==> config.mk <==
export PLATFORM = sky130hd
export DESIGN_NAME = grid_ctrl
export DESIGN_NICKNAME = d
export VERILOG_FILES = /design/src/rtl/grid_pkg.sv /design/src/rtl/grid_cursor.sv /design/src/rtl/grid_ctrl.sv
export SDC_FILE = /design/constraint.sdc
export NUM_CORES = 1
export LEC_CHECK = 0
export ABC_CLOCK_PERIOD_IN_PS = 3000
export BUFFER_PORTS_ARGS = -buffer_cell sky130_fd_sc_hd__buf_2
export CORE_ASPECT_RATIO = 0.9
export CORE_MARGIN = 2
export CORE_UTILIZATION = 49
export CTS_CLUSTER_SIZE = 28
export DETAILED_ROUTE_END_ITERATION = 7
export HOLD_SLACK_MARGIN = 0.12
export PLACE_DENSITY = 0.82
export SYNTH_ARGS = -nofsm -noshare
export SYNTH_HDL_FRONTEND = slang
export SYNTH_SLANG_ARGS = --single-unit
==> constraint.sdc <==
create_clock -name clk -period 3 [get_ports clk]
set_input_delay 0.3 -clock clk [delete_from_list [all_inputs] [get_ports clk]]
set_output_delay 0.3 -clock clk [all_outputs]
set_load 0.1 [all_outputs]
==> src/rtl/grid_pkg.sv <==
// Shared grid types and constants: 4x4 cell grid, 12-bit RGB palette, command and FSM enums.
// Build option GRID_WRAP_EN (see grid_cursor) changes edge behaviour only; nothing here depends on it.
package grid_pkg;

  localparam int GRID_N    = 4;
  localparam int CELL_BITS = 12;
  localparam int ROW_BITS  = GRID_N * CELL_BITS;

  localparam logic [CELL_BITS-1:0] PAL_BLACK = 12'h000;
  localparam logic [CELL_BITS-1:0] PAL_RED   = 12'hF00;
  localparam logic [CELL_BITS-1:0] PAL_GREEN = 12'h0F0;
  localparam logic [CELL_BITS-1:0] PAL_BLUE  = 12'h00F;

  typedef enum logic [2:0] {
    NONE  = 3'd0,
    UP    = 3'd1,
    DOWN  = 3'd2,
    LEFT  = 3'd3,
    RIGHT = 3'd4,
    SEL   = 3'd5
  } cmd_e;

  typedef enum logic [1:0] {
    IDLE  = 2'd0,
    PEND  = 2'd1,
    APPLY = 2'd2
  } state_e;

  function automatic logic [1:0] oh2idx(input logic [GRID_N-1:0] oh);
    logic [1:0] idx;
    idx = '0;
    for (int i = 0; i < GRID_N; i++) begin
      if (oh[i]) idx = 2'(i);
    end
    return idx;
  endfunction

  // Colours outside the palette fall back to the start of the cycle.
  function automatic logic [CELL_BITS-1:0] pal_next(input logic [CELL_BITS-1:0] c);
    case (c)
      PAL_BLACK: return PAL_RED;
      PAL_RED:   return PAL_GREEN;
      PAL_GREEN: return PAL_BLUE;
      default:   return PAL_BLACK;
    endcase
  endfunction

endpackage

==> src/rtl/grid_cursor.sv <==
// One-hot row/col cursor; moves on mv_vld in one cycle, reject is combinational for the same cycle.
// GRID_WRAP_EN defined: edges wrap and never reject; undefined: edge moves hold and assert reject.
module grid_cursor
  import grid_pkg::*;
(
  input  logic              clk,
  input  logic              rst_n,
  input  logic              mv_vld,
  input  cmd_e              mv_cmd,
  output logic [GRID_N-1:0] row,
  output logic [GRID_N-1:0] col,
  output logic              reject
);

  logic [GRID_N-1:0] row_q;
  logic [GRID_N-1:0] col_q;
  logic              at_edge;

  always_comb begin
    at_edge = 1'b0;
    case (mv_cmd)
      UP:      at_edge = row_q[0];
      DOWN:    at_edge = row_q[GRID_N-1];
      LEFT:    at_edge = col_q[0];
      RIGHT:   at_edge = col_q[GRID_N-1];
      default: at_edge = 1'b0;
    endcase
  end

`ifdef GRID_WRAP_EN
  assign reject = 1'b0;

  always_ff @(posedge clk or negedge rst_n) begin
    if (!rst_n) begin
      row_q <= 4'b0001;
      col_q <= 4'b0001;
    end else if (mv_vld) begin
      case (mv_cmd)
        UP:      row_q <= {row_q[0], row_q[GRID_N-1:1]};
        DOWN:    row_q <= {row_q[GRID_N-2:0], row_q[GRID_N-1]};
        LEFT:    col_q <= {col_q[0], col_q[GRID_N-1:1]};
        RIGHT:   col_q <= {col_q[GRID_N-2:0], col_q[GRID_N-1]};
        default: ;
      endcase
    end
  end
`else
  assign reject = mv_vld && at_edge;

  // Edge moves are blocked here, so a plain shift can never drop the hot bit.
  always_ff @(posedge clk or negedge rst_n) begin
    if (!rst_n) begin
      row_q <= 4'b0001;
      col_q <= 4'b0001;
    end else if (mv_vld && !at_edge) begin
      case (mv_cmd)
        UP:      row_q <= row_q >> 1;
        DOWN:    row_q <= row_q << 1;
        LEFT:    col_q <= col_q >> 1;
        RIGHT:   col_q <= col_q << 1;
        default: ;
      endcase
    end
  end
`endif

  assign row = row_q;
  assign col = col_q;

endmodule

==> src/rtl/grid_ctrl.sv <==
// Grid cursor/colour controller: one command latched per idle period, committed the cycle after frame_start.
// Latency: outputs change on the 2nd edge counting the frame_start sample; commands arriving while busy are dropped. Option: GRID_WRAP_EN.
module grid_ctrl
  import grid_pkg::*;
#(
  parameter int ERR_FRAMES = 30
) (
  input  logic                clk,
  input  logic                rst_n,
  input  logic                btn_up,
  input  logic                btn_down,
  input  logic                btn_left,
  input  logic                btn_right,
  input  logic                btn_sel,
  input  logic                frame_start,
  output logic [GRID_N-1:0]   row,
  output logic [GRID_N-1:0]   col,
  output logic [ROW_BITS-1:0] x1,
  output logic [ROW_BITS-1:0] x2,
  output logic [ROW_BITS-1:0] x3,
  output logic [ROW_BITS-1:0] x4,
  output logic                error
);

  state_e                           state_q;
  cmd_e                             cmd_q;
  cmd_e                             btn_cmd;
  logic [GRID_N-1:0][ROW_BITS-1:0]  grid_q;
  logic [5:0]                       err_cnt_q;
  logic [5:0]                       err_cnt_nxt;
  logic                             error_q;
  logic                             mv_vld;
  logic                             reject;
  logic [1:0]                       cur_r;
  logic [1:0]                       cur_c;

  always_comb begin
    btn_cmd = NONE;
    if (btn_sel)        btn_cmd = SEL;
    else if (btn_up)    btn_cmd = UP;
    else if (btn_down)  btn_cmd = DOWN;
    else if (btn_left)  btn_cmd = LEFT;
    else if (btn_right) btn_cmd = RIGHT;
  end

  assign mv_vld = (state_q == APPLY) && (cmd_q != NONE) && (cmd_q != SEL);

  grid_cursor u_cursor (
    .clk    (clk),
    .rst_n  (rst_n),
    .mv_vld (mv_vld),
    .mv_cmd (cmd_q),
    .row    (row),
    .col    (col),
    .reject (reject)
  );

  assign cur_r = oh2idx(row);
  assign cur_c = oh2idx(col);

  always_ff @(posedge clk or negedge rst_n) begin
    if (!rst_n) begin
      state_q <= IDLE;
      cmd_q   <= NONE;
      grid_q  <= '0;
    end else begin
      case (state_q)
        IDLE: begin
          if (btn_cmd != NONE) begin
            cmd_q   <= btn_cmd;
            state_q <= PEND;
          end
        end
        PEND: begin
          if (frame_start) state_q <= APPLY;
        end
        APPLY: begin
          if (cmd_q == SEL) begin
            grid_q[cur_r][int'(cur_c)*CELL_BITS +: CELL_BITS] <=
              pal_next(grid_q[cur_r][int'(cur_c)*CELL_BITS +: CELL_BITS]);
          end
          cmd_q   <= NONE;
          state_q <= IDLE;
        end
        default: begin
          cmd_q   <= NONE;
          state_q <= IDLE;
        end
      endcase
    end
  end

  // A reject reloads to the full count rather than adding to what is left.
  always_comb begin
    err_cnt_nxt = err_cnt_q;
    if (reject)
      err_cnt_nxt = 6'(ERR_FRAMES);
    else if (frame_start && (err_cnt_q != '0))
      err_cnt_nxt = err_cnt_q - 6'd1;
  end

  always_ff @(posedge clk or negedge rst_n) begin
    if (!rst_n) begin
      err_cnt_q <= '0;
      error_q   <= 1'b0;
    end else begin
      err_cnt_q <= err_cnt_nxt;
      error_q   <= (err_cnt_nxt != '0);
    end
  end

  assign x1    = grid_q[0];
  assign x2    = grid_q[1];
  assign x3    = grid_q[2];
  assign x4    = grid_q[3];
  assign error = error_q;

endmodule
Word level (Yosys, flattened, before mapping)

Index checks and enable logic that the tools add are counted.

Flip-flop bits (word level): 212

Shifts and indexed selects: 3
Bitwise gates (word level): 1
Reduce and logical (&&, ||, !) cells: 20
$add $sub $neg: 2
Multiply operators: 1
Eq/ne operators: 12
Order comparisons: 2
Mux-type cells: 29

Operators by type and width:

| operator                 | count |
|---|---|
| $bwmux 192               | 1 |
| $bmux 48 s2              | 1 |
| $demux 48 s2             | 1 |
| $mux 48                  | 2 |
| $shift 12x33->48 const A | 1 |
| $shiftx 12x33->48        | 1 |
| $shiftx 48x32->12        | 1 |
| $pmux 12 s3              | 1 |
| $neg 6->33               | 1 |
| $mux 12                  | 2 |
| $mux 3                   | 6 |
| $pmux 4 s2               | 2 |
| $eq 12x12->1 const B     | 1 |
| $eq 12x8->1 const B      | 1 |
| $logic_not 12->1         | 1 |
| $mux 2                   | 6 |
| $mux 6                   | 2 |
| $reduce_bool 6->1        | 2 |
| $reduce_and 2->1         | 5 |
| $eq 3x2->1 const B       | 2 |
| $eq 3x3->1 const B       | 2 |
| $logic_and 1x1->1        | 6 |
| $pmux 3 s2               | 1 |
| $reduce_bool 3->1        | 2 |
| other kinds (16)         | 19 |

Logic depth before layout (Yosys ltp)

Depth after elaboration: 12
Depth in mapped cells: 13
Gate-level depth less buffers: 11

Cells and area by module

From an unflattened synthesis, not the netlist that was laid out.

Cell total of the unflattened synthesis: 518
Area, all modules: 5026.1 um^2

By module, submodules not included:

| module      | cells each | times used | seq. area each (um^2) | area each (um^2) |
|---|---|---|---|---|
| grid_ctrl   | 475        | 1          | 1501.4                | 4520.6 |
| grid_cursor | 43         | 1          | 202.7                 | 505.5 |

Worst setup path before layout

No wires, ideal clock.

Path type: flip-flop to flip-flop
From: reg u_cursor.col_q[1], in the netlist u_cursor.col[1]
To: reg grid_q, in the netlist x4[43]
Cell stages (with the launch flop): 13
Library setup time: 126 ps
Period minus slack after synthesis: 3300 ps
Data arrival time: 3173 ps
Path slack: -300 ps
Cells stage by stage: dfrtp_1 nor2b_1 buf_2 or2_1 clkbuf_1 inv_2 ha_1 xor2_1 and2_1 and3_1 a31oi_2 o21ai_1 mux2_2

Word-level cells in the longest chain between the ends: 11
Elaborated cells on any way between the ends: 17
Those cells by class: add/sub (1); mul (1); eq/ne (2); shift (3); mux (9); reduce/logical (1)

Ends and longest elaborated chain:

| element                                   | RTL line                         | RTL |
|---|---|---|
| start: declaration                        | grid_cursor.sv:16                | `logic [GRID_N-1:0] col_q;` |
| start signal: assignment                  | grid_cursor.sv:59                | `LEFT: col_q <= col_q >> 1;` |
| start signal: assignment                  | grid_cursor.sv:60                | `RIGHT: col_q <= col_q << 1;` |
| $mux 1 (*)                                | grid_pkg.sv:33                   | `if (oh[i]) idx = 2'(i);` |
| $mux 2 (*) (2 in a row)                   | grid_pkg.sv:33                   |  |
| $mul 2x2->4 (*)                           | grid_ctrl.sv:79, grid_ctrl.sv:80 |  |
| $shiftx 48x32->12                         | grid_ctrl.sv:80                  | `pal_next(grid_q[cur_r][int'(cur_c)*CELL_BITS +: CELL_BITS]);` |
| $eq 12x8->1, or another cell as far along | grid_pkg.sv:40                   | `case (c)` |
| $pmux 12 s3                               | grid_pkg.sv:40                   |  |
| $mux 12                                   | grid_ctrl.sv:78                  | `if (cmd_q == SEL) begin` |
| $mux 12                                   | grid_ctrl.sv:67                  | `case (state_q)` |
| $shiftx 12x33->48                         | grid_ctrl.sv:79                  | `grid_q[cur_r][int'(cur_c)*CELL_BITS +: CELL_BITS] <=` |
| $bwmux 192 (*)                            | grid_ctrl.sv:79                  |  |
| end signal: indexed assignment            | grid_ctrl.sv:79                  |  |
| end: declaration                          | grid_ctrl.sv:28                  | `logic [GRID_N-1:0][ROW_BITS-1:0] grid_q;` |

Mark *: on every way between the ends. The rest lies on a longest branch, timed or not. The select of a mux whose other input is x is not followed.
A chain may end at the register's enable or synchronous reset.

Worst setup path after layout

From: reg u_cursor.col_q[1], in the netlist u_cursor.col[1]
To: reg grid_q, in the netlist x3[43]

Same word-level chain as after synthesis.

==> impl_metrics.csv <==
group,metric,value,unit
power_and_ir_drop,clockPowerShare,22.4,%
route,drt_iter0_markers,242,
sta,tns,0,ns
critical_path,cpMaxStageDelayCell,"dfrtp_2",
critical_path,crit_buf_inv,1,
sta,finalSetupViolations,0,
cells_and_area,nets,638,
power_and_ir_drop,sequentialPowerShare,29.0,%
route,routed_via_density,5.34,
sta,fmax,351,MHz
power_and_ir_drop,finalPower,0.00418,W
global_routing,grt_pass1_wl,19.7,mm
sta,fin_ws,0.155,ns
sta,period_needed,2.85,ns
critical_path,crit_chain,"nor2b_1, or2_1, inv_2, ha_2, xor2_2, or2_2, a2111oi_0, a22oi_1, o21ai_1, mux2_2",
global_routing,gr-total-overflow,0,
placed_design,gp_congestion,0.959,
synthesis,synthXorXnorAreaFrac,1.42,%
clock_tree,cts.sinks,68,
cells_and_area,areaGrowthSynthToFinish,10.6,%
clock_tree,cts_tree,"done",
worst_hold_path,hold_start,"frame_start",
global_routing,grt_pass1_vias,3674,
synthesis,async_flop_share,100,%
critical_path,reg2reg_depth,10,
global_routing,grt_max_degree,36,
die,fp.coreArea,9740,µm²
sta,hold_violations,0,
critical_path,endpoint_kind,"register",
sta,clock_skew,0.0143,ns
global_routing,grt_usage,23.5,%
cells_and_area,mostFrequentLayoutCells,"buf_2 (208), nand2_1 (66), dfrtp_1 (63)",
route,drc_errors,0,
worst_hold_path,worstHoldPathType,"in -> reg",
power_and_ir_drop,switching_share,50.2,%
clock_tree,clkTransAtPathRegs,0.08,ns
route,wl,12.7,mm
global_routing,antenna_found_initial,0,
clock_tree,worstSkewPairLatency,0.35,ns
sta,hold_slack,0.212,ns
cells_and_area,num_antenna_cells,0,
clock_tree,cts_made_buffers,9,
synthesis,synth_top_family_by_area,"buffers and inverters",
clock_tree,root_buffer,"clkbuf_8",
die,io_pins,209,
cells_and_area,seq_area,1710,µm²
sta,finalCritPeriodShare,94.8,%
power_and_ir_drop,switchingPower,0.00210,W
critical_path,r2r-start,"u_cursor.col[1]$_DFFE_PN0P_",
placed_design,dp_hpwl,10.1,mm
critical_path,crit_required,3.28,ns
clock_tree,cts_buffer_depth,2,
run,drv_cap,0,
critical_path,startpoint,"u_cursor.col[1]$_DFFE_PN0P_",
synthesis,syn_avg_cell_area,9.14,µm²
sta,maxSlewViolCount,0,
cells_and_area,final_common_cell,"buf_2",
synthesis,synth-adder-area-share,1.78,%
synthesis,synth_ff_type,"dfrtp_1",
cells_and_area,fillers,878,
cells_and_area,multi_input_area,2050,µm²
critical_path,crit_family,"compound AO/OA/AOI/OAI gates",
critical_path,crit_cells,10,
synthesis,ys_types,64,
critical_path,cp-start-kind,"register",
placed_design,place_ws,0.0815,ns
synthesis,synth.area.mux_share,6.98,%
synthesis,synth_area,4930,µm²
route,ant_nets,0,
die,die_w,110,µm
power_and_ir_drop,power_density,767,nW/µm²
route,vias,4026,
worst_hold_path,min_path_cells,2,
sta,slew_headroom,58.5,%
power_and_ir_drop,comb_power_share,48.7,%
synthesis,ys_seq_area_share,34.6,%
die,start_util,50.6,%
clock_tree,cts_setup_buffers,0,
power_and_ir_drop,p_leak,2.99,nW
cells_and_area,layout-drive-gt1-share,47.9,%
die,die_y,99.1,µm
critical_path,max_stage_delay,0.45,ns
clock_tree,htreeDepth,3,
route,wire_per_inst,16.8,µm
placed_design,portBuffers,208,
run_status,status,"complete, no violations",
synthesis,synth_compound_area_share,13.6,%
synthesis,synth-edff-count,0,
sta,tightest_slew,0.621,ns
critical_path,cp_max_fo,6,
die,fp.dieArea,10900,µm²
synthesis,synth_warnings,0,
critical_path,crit_type,"reg -> reg",
synthesis,synthSimpleGateAreaFrac,17.2,%
sta,rsz0062_at_grt,"false",
synthesis,syn_nets,554,
critical_path,arrival,3.12,ns
synthesis,syn_inst,539,
synthesis,synth_seq_cells,68,
route,drt_first_pass_iters,5,
power_and_ir_drop,ir_drop,0.728,mV
die,rows,34,
power_and_ir_drop,intPower,0.00208,W
## kinds of logic after synthesis
group,count (synthesis)
XOR/XNOR,8
adder cells (fa/ha/maj),7
multiplexers,31
buffers and inverters,172
AND/OR/NAND/NOR,161
AO/OA/AOI/OAI,92
flip-flops,68
## path summary, 6_finish.rpt
check                                               to  slack [ns]
setup / recovery                    x3[43]$_DFFE_PN0P_        0.15
hold / removal                  state_q[0]$_DFFE_PN0P_        0.21
setup reg to reg                    x3[43]$_DFFE_PN0P_        0.15
hold reg to reg            u_cursor.row[0]$_DFFE_PN1P_        0.52
max in group asynchronous  u_cursor.row[0]$_DFFE_PN1P_        2.14
min in group asynchronous       state_q[1]$_DFFE_PN0P_        0.51
## power groups by stage
| stage | Combinational (W) | Sequential [W] | Clock [W] |
|---|---|---|---|
| after floorplan | 0.00140 | 0.00152 | 0 |
| after global placement | 0.00199 | 0.00122 | 0 |
| after detailed placement | 0.00202 | 0.00123 | 0 |
| after CTS | 0.00203 | 0.00121 | 0.000948 |
| after global routing | 0.00213 | 0.00124 | 0.000989 |
| final | 0.00203 | 0.00121 | 0.000935 |
## through the flow
step           util, %  instance area [µm²]  std cells
4_1_cts           55.6                 5410        754
6_report          55.9                 5450        754
3_3_place_gp      52.9                 5150        737
2_1_floorplan        -                 4930        539
3_5_place_dp      52.9                 5150        737
5_1_grt           55.9                 5450        754
## layout make-up
| cell class | instances | share of cell area (%) |
|---|---|---|
| inverter | 11 | 0.803 |
| clock buffer | 10 | 2.53 |
| multi-input combinational | 299 | 37.7 |
| timing repair buffer | 234 | 22.7 |
| tap | 126 | 2.89 |
| sequential | 68 | 31.3 |
| clock inverter | 6 | 2.04 |
## cells in the mapped netlist (all sizes together) (2+ instances only)
cell type	count	area share, %
mux2	27	6.2
nand2	66	5.0
dfstp	2	1.1
a211oi	4	0.61
buf	153	23
nor3	12	1.5
nand3	10	1.0
nor3b	8	1.4
a2111oi	5	0.91
o31ai	21	3.2
clkbuf	8	0.63
nor4	3	0.38
mux2i	4	0.81
ha	7	1.8
a22oi	3	0.46
a21oi	10	1.0
nand4	2	0.25
xnor2	5	0.89
dfrtp	66	34
nor2b	6	0.76
or3	2	0.25
inv	11	0.84
o211ai	6	1.0
nand3b	3	0.46
xor2	3	0.53
nor2	15	1.1
a32oi	2	0.36
a21o	3	0.46
o22ai	3	0.51
and2	11	1.4
nand2b	5	0.63
or2	8	1.0
or4b	2	0.48
a2bb2oi	2	0.36
o21ai	20	2.0
o21a	4	0.61
## repair_timing
action | 4_1_cts | 5_1_grt
gates resized for setup | 0 | 8
endpoints found under the hold margin | 66 | 0
hold buffers | 1 | 0
setup endpoints to repair | 0 | 12
## flip-flops by register name, summed over array words and instances, names as in the netlist
| register | cells |
|---|---|
| cmd_q | 3 |
| err_cnt_q | 6 |
| error | 1 |
| state_q | 2 |
| u_cursor.col | 4 |
| u_cursor.row | 4 |
| x1 | 12 |
| x2 | 12 |
| x3 | 12 |
| x4 | 12 |
## layer usage
metal / global-route usage [%] / vias up / wire (µm)
li1: - / 1897 / -
met1: 31.9 / 1908 / 5400
met2: 38.5 / 201 / 6270
met3: 4.13 / 20 / 765
met4: 7.01 / 0 / 228
met5: 0 / - / 0
## worst reg2reg max path, delay by kind of cell (launching register included)
| kind | cells | cell delay (ns) |
|---|---|---|
| DFF | 1 | 0.45 |
| muxes | 1 | 0.22 |
| adders and majority gates | 1 | 0.27 |
| and+or+nand+nor | 3 | 0.76 |
| AOI/OAI and AO/OA | 3 | 0.79 |
| xor gates and xnor gates | 1 | 0.11 |
| buffers and inverters | 1 | 0.17 |
No activity file was read; power rests on OpenSTA's default activity.
